### src/rtl/tile_ram_arbiter.sv
// tile_ram_arbiter: shares the single-port tile RAM between display fetch
// (priority) and the game-logic port (bounded wait via force-grant).
//
// Ports:
//   clk_i, rst_i                 clock, synchronous active-high reset
//   disp_req_i/addr_i            display request, held until disp_ack_o
//   disp_ack_o                   combinational display grant
//   disp_valid_o/data_o          display read return, 3 cycles after ack
//   game_req_i/we_i/addr_i/      game request (read or write), held until
//   game_wdata_i                 game_ack_o
//   game_ack_o                   combinational game grant
//   game_valid_o/rdata_o         game read return, 3 cycles after ack
//   game_err_o                   out-of-range game access flag
//   ram_en_o/we_o/addr_o/wdata_o registered RAM command (cycle after ack)
//   ram_rdata_i                  RAM read data, one cycle after command
//
// Build option: define TILE_ARB_BOUNDS_CHECK_EN to reject game accesses at
// or above TILE_COUNT (acked, no RAM command, game_err_o pulse). Without it
// game_err_o stays 0 and every address goes to the RAM.

module tile_ram_arbiter #(
   parameter int RAM_DATA_WIDTH = 7,
   parameter int RAM_ADDR_WIDTH = 9,
   parameter int TILE_COUNT     = 300,
   parameter int GAME_WAIT_MAX  = 4
) (
   input  logic                      clk_i,
   input  logic                      rst_i,
   input  logic                      disp_req_i,
   input  logic [RAM_ADDR_WIDTH-1:0] disp_addr_i,
   output logic                      disp_ack_o,
   output logic                      disp_valid_o,
   output logic [RAM_DATA_WIDTH-1:0] disp_data_o,
   input  logic                      game_req_i,
   input  logic                      game_we_i,
   input  logic [RAM_ADDR_WIDTH-1:0] game_addr_i,
   input  logic [RAM_DATA_WIDTH-1:0] game_wdata_i,
   output logic                      game_ack_o,
   output logic                      game_valid_o,
   output logic [RAM_DATA_WIDTH-1:0] game_rdata_o,
   output logic                      game_err_o,
   output logic                      ram_en_o,
   output logic                      ram_we_o,
   output logic [RAM_ADDR_WIDTH-1:0] ram_addr_o,
   output logic [RAM_DATA_WIDTH-1:0] ram_wdata_o,
   input  logic [RAM_DATA_WIDTH-1:0] ram_rdata_i
);

   typedef enum logic {
      S_DISP_PRIO  = 1'b0,
      S_GAME_FORCE = 1'b1
   } arb_state_e;

   // Return owner of an access; game writes travel as TAG_NONE.
   typedef enum logic [1:0] {
      TAG_NONE  = 2'b00,
      TAG_DISP  = 2'b01,
      TAG_GREAD = 2'b10
   } tag_e;

   localparam logic [3:0] WAIT_MAX = 4'(GAME_WAIT_MAX);
   localparam logic [RAM_ADDR_WIDTH-1:0] TILE_LIMIT =
      RAM_ADDR_WIDTH'(TILE_COUNT);

   arb_state_e state_q, state_d;
   logic [3:0] cnt_q, cnt_d;

   logic game_oob_raw;
   logic game_oob;

   logic                      cmd_en_d;
   logic                      cmd_we_d;
   logic [RAM_ADDR_WIDTH-1:0] cmd_addr_d;
   logic [RAM_DATA_WIDTH-1:0] cmd_wdata_d;
   tag_e                      tag_d;
   logic                      err_d;

   tag_e tag1_q, tag2_q;
   logic err1_q, err2_q;

   // ------------------------------------------------------------
   // Address range check
   // ------------------------------------------------------------
   assign game_oob_raw = (game_addr_i >= TILE_LIMIT);

`ifdef TILE_ARB_BOUNDS_CHECK_EN
   assign game_oob = game_oob_raw;
`else
   logic unused_oob;
   assign unused_oob = game_oob_raw;
   assign game_oob   = 1'b0;
`endif

   // ------------------------------------------------------------
   // Arbitration FSM: state register
   // ------------------------------------------------------------
   always_ff @(posedge clk_i) begin
      if (rst_i) begin
         state_q <= S_DISP_PRIO;
         cnt_q   <= '0;
      end else begin
         state_q <= state_d;
         cnt_q   <= cnt_d;
      end
   end

   // ------------------------------------------------------------
   // Arbitration FSM: grants, wait counter, next state
   // ------------------------------------------------------------
   always_comb begin
      state_d    = state_q;
      cnt_d      = '0;
      disp_ack_o = 1'b0;
      game_ack_o = 1'b0;

      unique case (state_q)
         S_DISP_PRIO: begin
            disp_ack_o = disp_req_i;
            game_ack_o = game_req_i & ~disp_req_i;
         end
         S_GAME_FORCE: begin
            game_ack_o = game_req_i;
            disp_ack_o = disp_req_i & ~game_req_i;
         end
         default: ;
      endcase

      // Counts consecutive denied cycles of a pending game request.
      if (game_req_i && !game_ack_o) begin
         cnt_d = cnt_q + 4'd1;
      end

      // Force is entered on the edge where the count reaches the limit,
      // so the game is granted in the very next cycle.
      unique case (state_q)
         S_DISP_PRIO: begin
            if (cnt_d == WAIT_MAX) begin
               state_d = S_GAME_FORCE;
            end
         end
         S_GAME_FORCE: begin
            if (game_ack_o || !game_req_i) begin
               state_d = S_DISP_PRIO;
            end
         end
         default: ;
      endcase
   end

   // ------------------------------------------------------------
   // Command mux for the granted requester
   // ------------------------------------------------------------
   always_comb begin
      cmd_en_d    = 1'b0;
      cmd_we_d    = 1'b0;
      cmd_addr_d  = ram_addr_o;
      cmd_wdata_d = ram_wdata_o;
      tag_d       = TAG_NONE;
      err_d       = 1'b0;

      unique case (1'b1)
         disp_ack_o: begin
            cmd_en_d   = 1'b1;
            cmd_addr_d = disp_addr_i;
            tag_d      = TAG_DISP;
         end
         game_ack_o: begin
            // Rejected accesses still need a read return, but no RAM cycle.
            cmd_en_d    = ~game_oob;
            cmd_we_d    = game_we_i & ~game_oob;
            cmd_addr_d  = game_addr_i;
            cmd_wdata_d = game_wdata_i;
            tag_d       = game_we_i ? TAG_NONE : TAG_GREAD;
            err_d       = game_oob;
         end
         default: ;
      endcase
   end

   // ------------------------------------------------------------
   // RAM command register (cycle N+1)
   // ------------------------------------------------------------
   always_ff @(posedge clk_i) begin
      if (rst_i) begin
         ram_en_o    <= 1'b0;
         ram_we_o    <= 1'b0;
         ram_addr_o  <= '0;
         ram_wdata_o <= '0;
      end else begin
         ram_en_o    <= cmd_en_d;
         ram_we_o    <= cmd_we_d;
         ram_addr_o  <= cmd_addr_d;
         ram_wdata_o <= cmd_wdata_d;
      end
   end

   // ------------------------------------------------------------
   // Owner tag pipeline (N+1, N+2)
   // ------------------------------------------------------------
   always_ff @(posedge clk_i) begin
      if (rst_i) begin
         tag1_q <= TAG_NONE;
         tag2_q <= TAG_NONE;
         err1_q <= 1'b0;
         err2_q <= 1'b0;
      end else begin
         tag1_q <= tag_d;
         tag2_q <= tag1_q;
         err1_q <= err_d;
         err2_q <= err1_q;
      end
   end

   // ------------------------------------------------------------
   // Read return registers (N+3); data holds between pulses
   // ------------------------------------------------------------
   always_ff @(posedge clk_i) begin
      if (rst_i) begin
         disp_valid_o <= 1'b0;
         disp_data_o  <= '0;
         game_valid_o <= 1'b0;
         game_rdata_o <= '0;
         game_err_o   <= 1'b0;
      end else begin
         disp_valid_o <= (tag2_q == TAG_DISP);
         game_valid_o <= (tag2_q == TAG_GREAD);
         game_err_o   <= err2_q;
         if (tag2_q == TAG_DISP) begin
            disp_data_o <= ram_rdata_i;
         end
         if (tag2_q == TAG_GREAD) begin
            game_rdata_o <= err2_q ? '0 : ram_rdata_i;
         end
      end
   end

endmodule

### config.mk
export PLATFORM = sky130hd
export DESIGN_NAME = tile_ram_arbiter
export DESIGN_NICKNAME = d
export VERILOG_FILES = /design/src/rtl/tile_ram_arbiter.sv
export SDC_FILE = /design/constraint.sdc
export NUM_CORES = 1
export LEC_CHECK = 0
export CORE_UTILIZATION = 36
export DETAILED_ROUTE_END_ITERATION = 8
export HOLD_SLACK_MARGIN = 0.05
export PLACE_DENSITY = 0.76
export SLEW_MARGIN = 5
export SYNTH_ARGS = -nofsm -noshare
export SYNTH_HDL_FRONTEND = slang
export SYNTH_SLANG_ARGS = --single-unit
### constraint.sdc
create_clock -name clk_i -period 1.3 [get_ports clk_i]
set_clock_uncertainty 0.1 [all_clocks]
set_input_delay 0.39 -clock clk_i [delete_from_list [all_inputs] [get_ports clk_i]]
set_output_delay 0.39 -clock clk_i [all_outputs]
set_load 0.01 [all_outputs]
==> results.yml, run 1 <==
sta:
  max_freq_ghz: 0.638
  final_max_slew_viol_count: 0
  worst_slack_ps: -268
  post-route-period-util: 1.21
  setup_violations: 19
  fin_hold_ws_ps: 340
  post-route-min-period_ps: 1570
  finalHoldViolCount: 0
  rsz0062_at_grt: "yes"
critical_path:
  worst_setup_path_start_kind: "flip-flop"
  crit_path_frequent_cell: "buf_6"
  crit_chain: "buf_6 -> buf_6 -> nand4bb_4 -> or4_1 -> a31oi_1"
  path_class: "reg2reg"
  critPathRequiredTime_ps: 1420
  slowest_delay_ps: 490
  worstPathMaxFanout: 3
  slowest_stage: "or4_1"
  cp_top_family: "simple AND/OR/NAND/NOR gates"
  cp_num_buf_inv: 2
  cp_data_arrival_time_ps: 1690
  end_kind: "flip-flop"
cells_and_area:
  fin_area_sq_um: 2500
  mostFrequentLayoutCells: "buf_2, clkdlybuf4s50_1, dfxtp_2"
  final_common_cell: "buf_2"
  post-route-util: 0.611
  area_growth_pct: 60.8
  drive_above_1_share: 0.413
  nets: 291
  final.fill_count: 367
  antenna_cells: 0
floorplanning:
  fp-row-count: 23
  dieArea_sq_um: 4580
  start_util: 0.380
  coreArea_sq_um: 4090
  die_y_um: 67.7
  io_pins: 74
  die_x_um: 67.7
clocking:
  path_clk_slew_ps: 80
  postCtsHoldBufs: 0
  cts-htree-levels: 2
  numCtsBuffers: 5
  cts_sinks: 43
  cts_tree: "yes"
  clockBufferDepth: 2
  clk_latency_ps: 290
  cts_root_buffer: "clkbuf_8"
routing:
  drt_first_pass_iters: 4
  drtIter0Drc: 58
  num_vias: 1463
  finalWirelength_mm: 4.03
  post_drt_via_cell_ratio: 4.81
  drc: 0
  routedWlPerCell_um: 13.2
  ant_nets: 0
power:
  clkPwrFrac: 0.314
  irDropWorstVdd_mv: 0.399
  p_total_uw: 2580
  p_per_area_nw_per_um2: 1030
  internal_power_uw: 1970
  p_comb_frac: 0.144
  sequentialPowerShare: 0.542
  switchingPower_uw: 610
  power_leakage_uw: 0.00112
  sw_frac_of_total: 0.237
yosys:
  synthArstFlopShare: 0
  netlist_instances: 162
  ys_ff_latch: 43
  synth_nets: 200
  ys_seq_area_frac: 0.554
  netlist_area_sq_um: 1550
  synth-edff-count: 0
  ys_types: 28
  synth_ff_type: "dfxtp_1"
  avgSynthCellArea_sq_um: 9.59
  yosys.area.top_type: "dfxtp_1"
  ys_warn_count: 0
  netlist.area_leader.share: 0.554
  synth.area.top_cells: "dfxtp_1, a221o_1, a21oi_1"
placed_design:
  dp_hpwl_mm: 2.94
  io_buffers: 72
  gp_congestion: 0.752
  placed_cell_area_sq_um: 2500
run_status:
  violations: "setup timing"
  status: "complete, but fails checks"
global_routing:
  grt_pass1_vias: 1452
  grt_pass1_wl_mm: 6.37
  grt_max_degree: 15
  antenna_found_initial: 0
  gr-total-overflow: 0
  grt_usage: 0.190
hold_path:
  hold_class: "reg2reg"
run:
  maxCapViolations: 0
layer usage:
layer | up-vias | track usage | share of wire
met1 | 665 | 0.217 | 0.43
met2 | 61 | 0.324 | 0.48
li1 | 731 | - | -
met4 | 0 | 0.0718 | 0.013
met5 | - | 0 | 0
met3 | 6 | 0.0642 | 0.077
power groups by stage:
stage	Combinational [uW]	Clock, uW	Sequential, uW
2_1_floorplan	116	0	1440
3_3_place_gp	399	0	1420
3_5_place_dp	405	0	1420
4_1_cts	371	832	1400
5_1_grt	404	877	1400
6_report	371	809	1400
cells in the mapped netlist, types with 3 or more instances:
master,instances
dfxtp_1,43
nand2_1,14
and2_1,10
o21ai_0,8
buf_2,5
nand2b_1,3
mux2i_1,7
a21oi_1,15
a221o_1,9
nor2_1,16
nor2b_1,5
nand3_1,8
path summary, 6_finish.rpt:
| kind | cells past startpoint | startpoint | endpoint | slack (ps) |
|---|---|---|---|---|
| worst min-delay path | 1 | tag1_q[1]$_SDFF_PP0_ | tag2_q[1]$_SDFF_PP0_ | 340 |
| worst max register to register | 5 | state_q$_SDFF_PP0_ | state_q$_SDFF_PP0_ | -270 |
| worst min register to register | 1 | tag1_q[1]$_SDFF_PP0_ | tag2_q[1]$_SDFF_PP0_ | 340 |
| worst max-delay path | 5 | state_q$_SDFF_PP0_ | state_q$_SDFF_PP0_ | -270 |
sequential cells by signal, summed over array words and instances, names as in the netlist, 2 cells and up:
register      cells
tag1_q            2
cnt_q             4
disp_data_o       7
ram_wdata_o       7
ram_addr_o        9
game_rdata_o      7
tag2_q            2
cell type report:
| cell class | instances | area (sq um) | area share |
|---|---|---|---|
| Clock buffer | 7 | 76.3 | 0.0305 |
| Clock inverter | 1 | 5.00 | 0.00200 |
| Inverter | 2 | 7.51 | 0.00300 |
| Multi-Input combinational cell | 108 | 727 | 0.291 |
| Sequential cell | 43 | 893 | 0.358 |
| Tap cell | 50 | 62.6 | 0.0250 |
| Timing Repair Buffer | 93 | 727 | 0.291 |
worst register-to-register path: cells and delay by family, from the launching register on:
kind,cells,cell delay (ps)
compound gates,1,150
buf+inv,2,230
flops,1,350
simple gates,2,670
cells by family (layout without fill, tap and decap cells):
kind of cell,after synthesis,after routing,synth area share
AO/OA/AOI/OAI,34,34,0.141
adder cells (fa/ha/maj),1,1,0.00805
flip-flops,43,43,0.554
AND/OR/NAND/NOR,63,63,0.205
multiplexers,7,7,0.0451
other,1,1,0.00241
buffers and inverters,11,103,0.0330
XOR/XNOR,2,2,0.0113
stage by stage:
| stage | setup TNS, ps | setup WS, ps | std cells |
|---|---|---|---|
| floorplan | -183 | -74.3 | 162 |
| CTS | -1170 | -228 | 304 |
| finish | -1050 | -268 | 304 |
| detailed placement | -20310 | -878 | 295 |
| global placement | -19050 | -871 | 295 |
| global route | -1820 | -289 | 304 |
repair_timing:
action	CTS	global route
pin swaps	4	1
buffers inserted	1	0
resized for setup	187	5
setup endpoints to repair	60	19
Note: power is estimated with default switching activity, not from simulation.
==> run 2: changes to the inputs <==
--- a/config.mk
+++ b/config.mk
@@ -13,3 +13,4 @@
 export SYNTH_ARGS = -nofsm -noshare
 export SYNTH_HDL_FRONTEND = slang
 export SYNTH_SLANG_ARGS = --single-unit
+export TNS_END_PERCENT = 30
==> results.yml, run 2 (synthesis results as in run 1) <==
floorplanning:
  io_pins: 74
  start_util: 0.380
  die_y_um: 67.7
  fp-row-count: 23
  dieArea_sq_um: 4580
  coreArea_sq_um: 4090
  die_x_um: 67.7
cells_and_area:
  nets: 293
  largest_register: "ram_addr_o"
  mostFrequentLayoutCells: "buf_2, clkdlybuf4s50_1, dfxtp_1"
  final.fill_count: 377
  multiInputGateArea_sq_um: 728
  register_area_sq_um: 886
  drive_above_1_share: 0.388
  final_common_cell: "buf_2"
  antenna_cells: 0
  area_growth_pct: 61.0
  largest_register_ffs: 9
critical_path:
  worstPathMaxFanout: 3
  crit_path_frequent_cell: "buf_6"
  path_class: "reg2reg"
  critPathRequiredTime_ps: 1420
  crit_chain: "buf_6 -> buf_6 -> nand4bb_4 -> or4_4 -> a31oi_4"
  cp_data_arrival_time_ps: 1690
  slowest_delay_ps: 510
  end_kind: "flip-flop"
  startpoint: "state_q$_SDFF_PP0_"
  worst_setup_path_start_kind: "flip-flop"
  slowest_stage: "or4_4"
  worst_r2r_startpoint: "state_q$_SDFF_PP0_"
routing:
  routedWlPerCell_um: 13.1
  num_vias: 1459
  finalWirelength_mm: 3.99
  drtIter0Drc: 57
  drc: 0
  drt_first_pass_iters: 4
  ant_nets: 0
  post_drt_via_cell_ratio: 4.78
global_routing:
  grt_pass1_vias: 1269
  grt_usage: 0.177
  grt_pass1_wl_mm: 5.84
  grt_max_degree: 20
  gr-total-overflow: 0
  antenna_found_initial: 0
clocking:
  cts-htree-levels: 2
  cts_tree: "yes"
  cts_root_buffer: "clkbuf_8"
  clockBufferDepth: 2
  numCtsBuffers: 5
  cts_sinks: 43
  path_clk_slew_ps: 70
  clk_latency_ps: 290
sta:
  worst_slack_ps: -272
  fin_hold_ws_ps: 344
  finalHoldViolCount: 0
  post-route-period-util: 1.21
  final_max_slew_viol_count: 0
  post-route-min-period_ps: 1570
  rsz0062_at_grt: "yes"
  setup_violations: 5
  max_freq_ghz: 0.636
power:
  power_leakage_uw: 0.00114
  p_per_area_nw_per_um2: 1040
  irDropWorstVdd_mv: 0.580
placed_design:
  gp_congestion: 0.798
  io_buffers: 72
  preCtsSetupSlack_ps: -886
  dp_hpwl_mm: 2.75
run_status:
  status: "complete, but fails checks"
  violations: "setup timing"
hold_path:
  hold_class: "reg2reg"
  hp-start: "tag1_q[1]$_SDFF_PP0_"
run:
  maxCapViolations: 0
-- run 2: layout make-up --
class	count	share of cell area
Sequential cell	43	0.354
Timing Repair Buffer	95	0.292
Multi-Input combinational cell	108	0.291
Clock buffer	6	0.0330
Tap cell	50	0.0250
Inverter	2	0.00300
Clock inverter	1	0.00200
-- run 2: path summary, 6_finish.rpt --
kind	end	slack, ps	depth (start not counted)
worst max-delay path	state_q$_SDFF_PP0_	-270	5
worst min-delay path	tag2_q[1]$_SDFF_PP0_	340	1
worst max register to register	state_q$_SDFF_PP0_	-270	5
worst min register to register	tag2_q[1]$_SDFF_PP0_	340	1
-- run 2: what timing repair did --
item / 4_1_cts / 5_1_grt
pin swaps: 2 / 8
gates cloned: 0 / 1
setup endpoints to repair: 60 / 18
resized for setup: 175 / 16
buffers inserted: 4 / 1
hold buffers: 0 / 0
-- run 2: per-layer routing --
layer  GRT usage  vias up  share of wire
met2       0.274       48           0.47
li1            -      737              -
met1       0.228      668           0.45
met4      0.0559        0          0.010
met3      0.0625        6          0.071
met5           0        -              0
-- run 2: where the power goes --
part	leakage, uW	internal [uW]	total [uW]	switching [uW]
Combinational	0.000731	220	380	160
Sequential	0.000360	1370	1390	21.9
Clock	0.0000470	416	830	414
-- run 2: worst max-delay path, delay by kind of cell, from the launching register on --
family | cells | cell delay, ps
compound gates | 1 | 150
buf+inv | 2 | 220
flops | 1 | 330
simple gates | 2 | 690
-- run 2: metrics by stage --
step	area [sq um]	utilization	setup TNS, ps	instances	total power, uW
floorplan	1600	-	-424	162	1560
global placement	2480	0.607	-19990	293	1820
detailed placement	2480	0.607	-21140	293	1820
CTS	2470	0.605	-1310	304	2620
global route	2500	0.612	-1030	305	2720
finish	2500	0.612	-743	305	2600
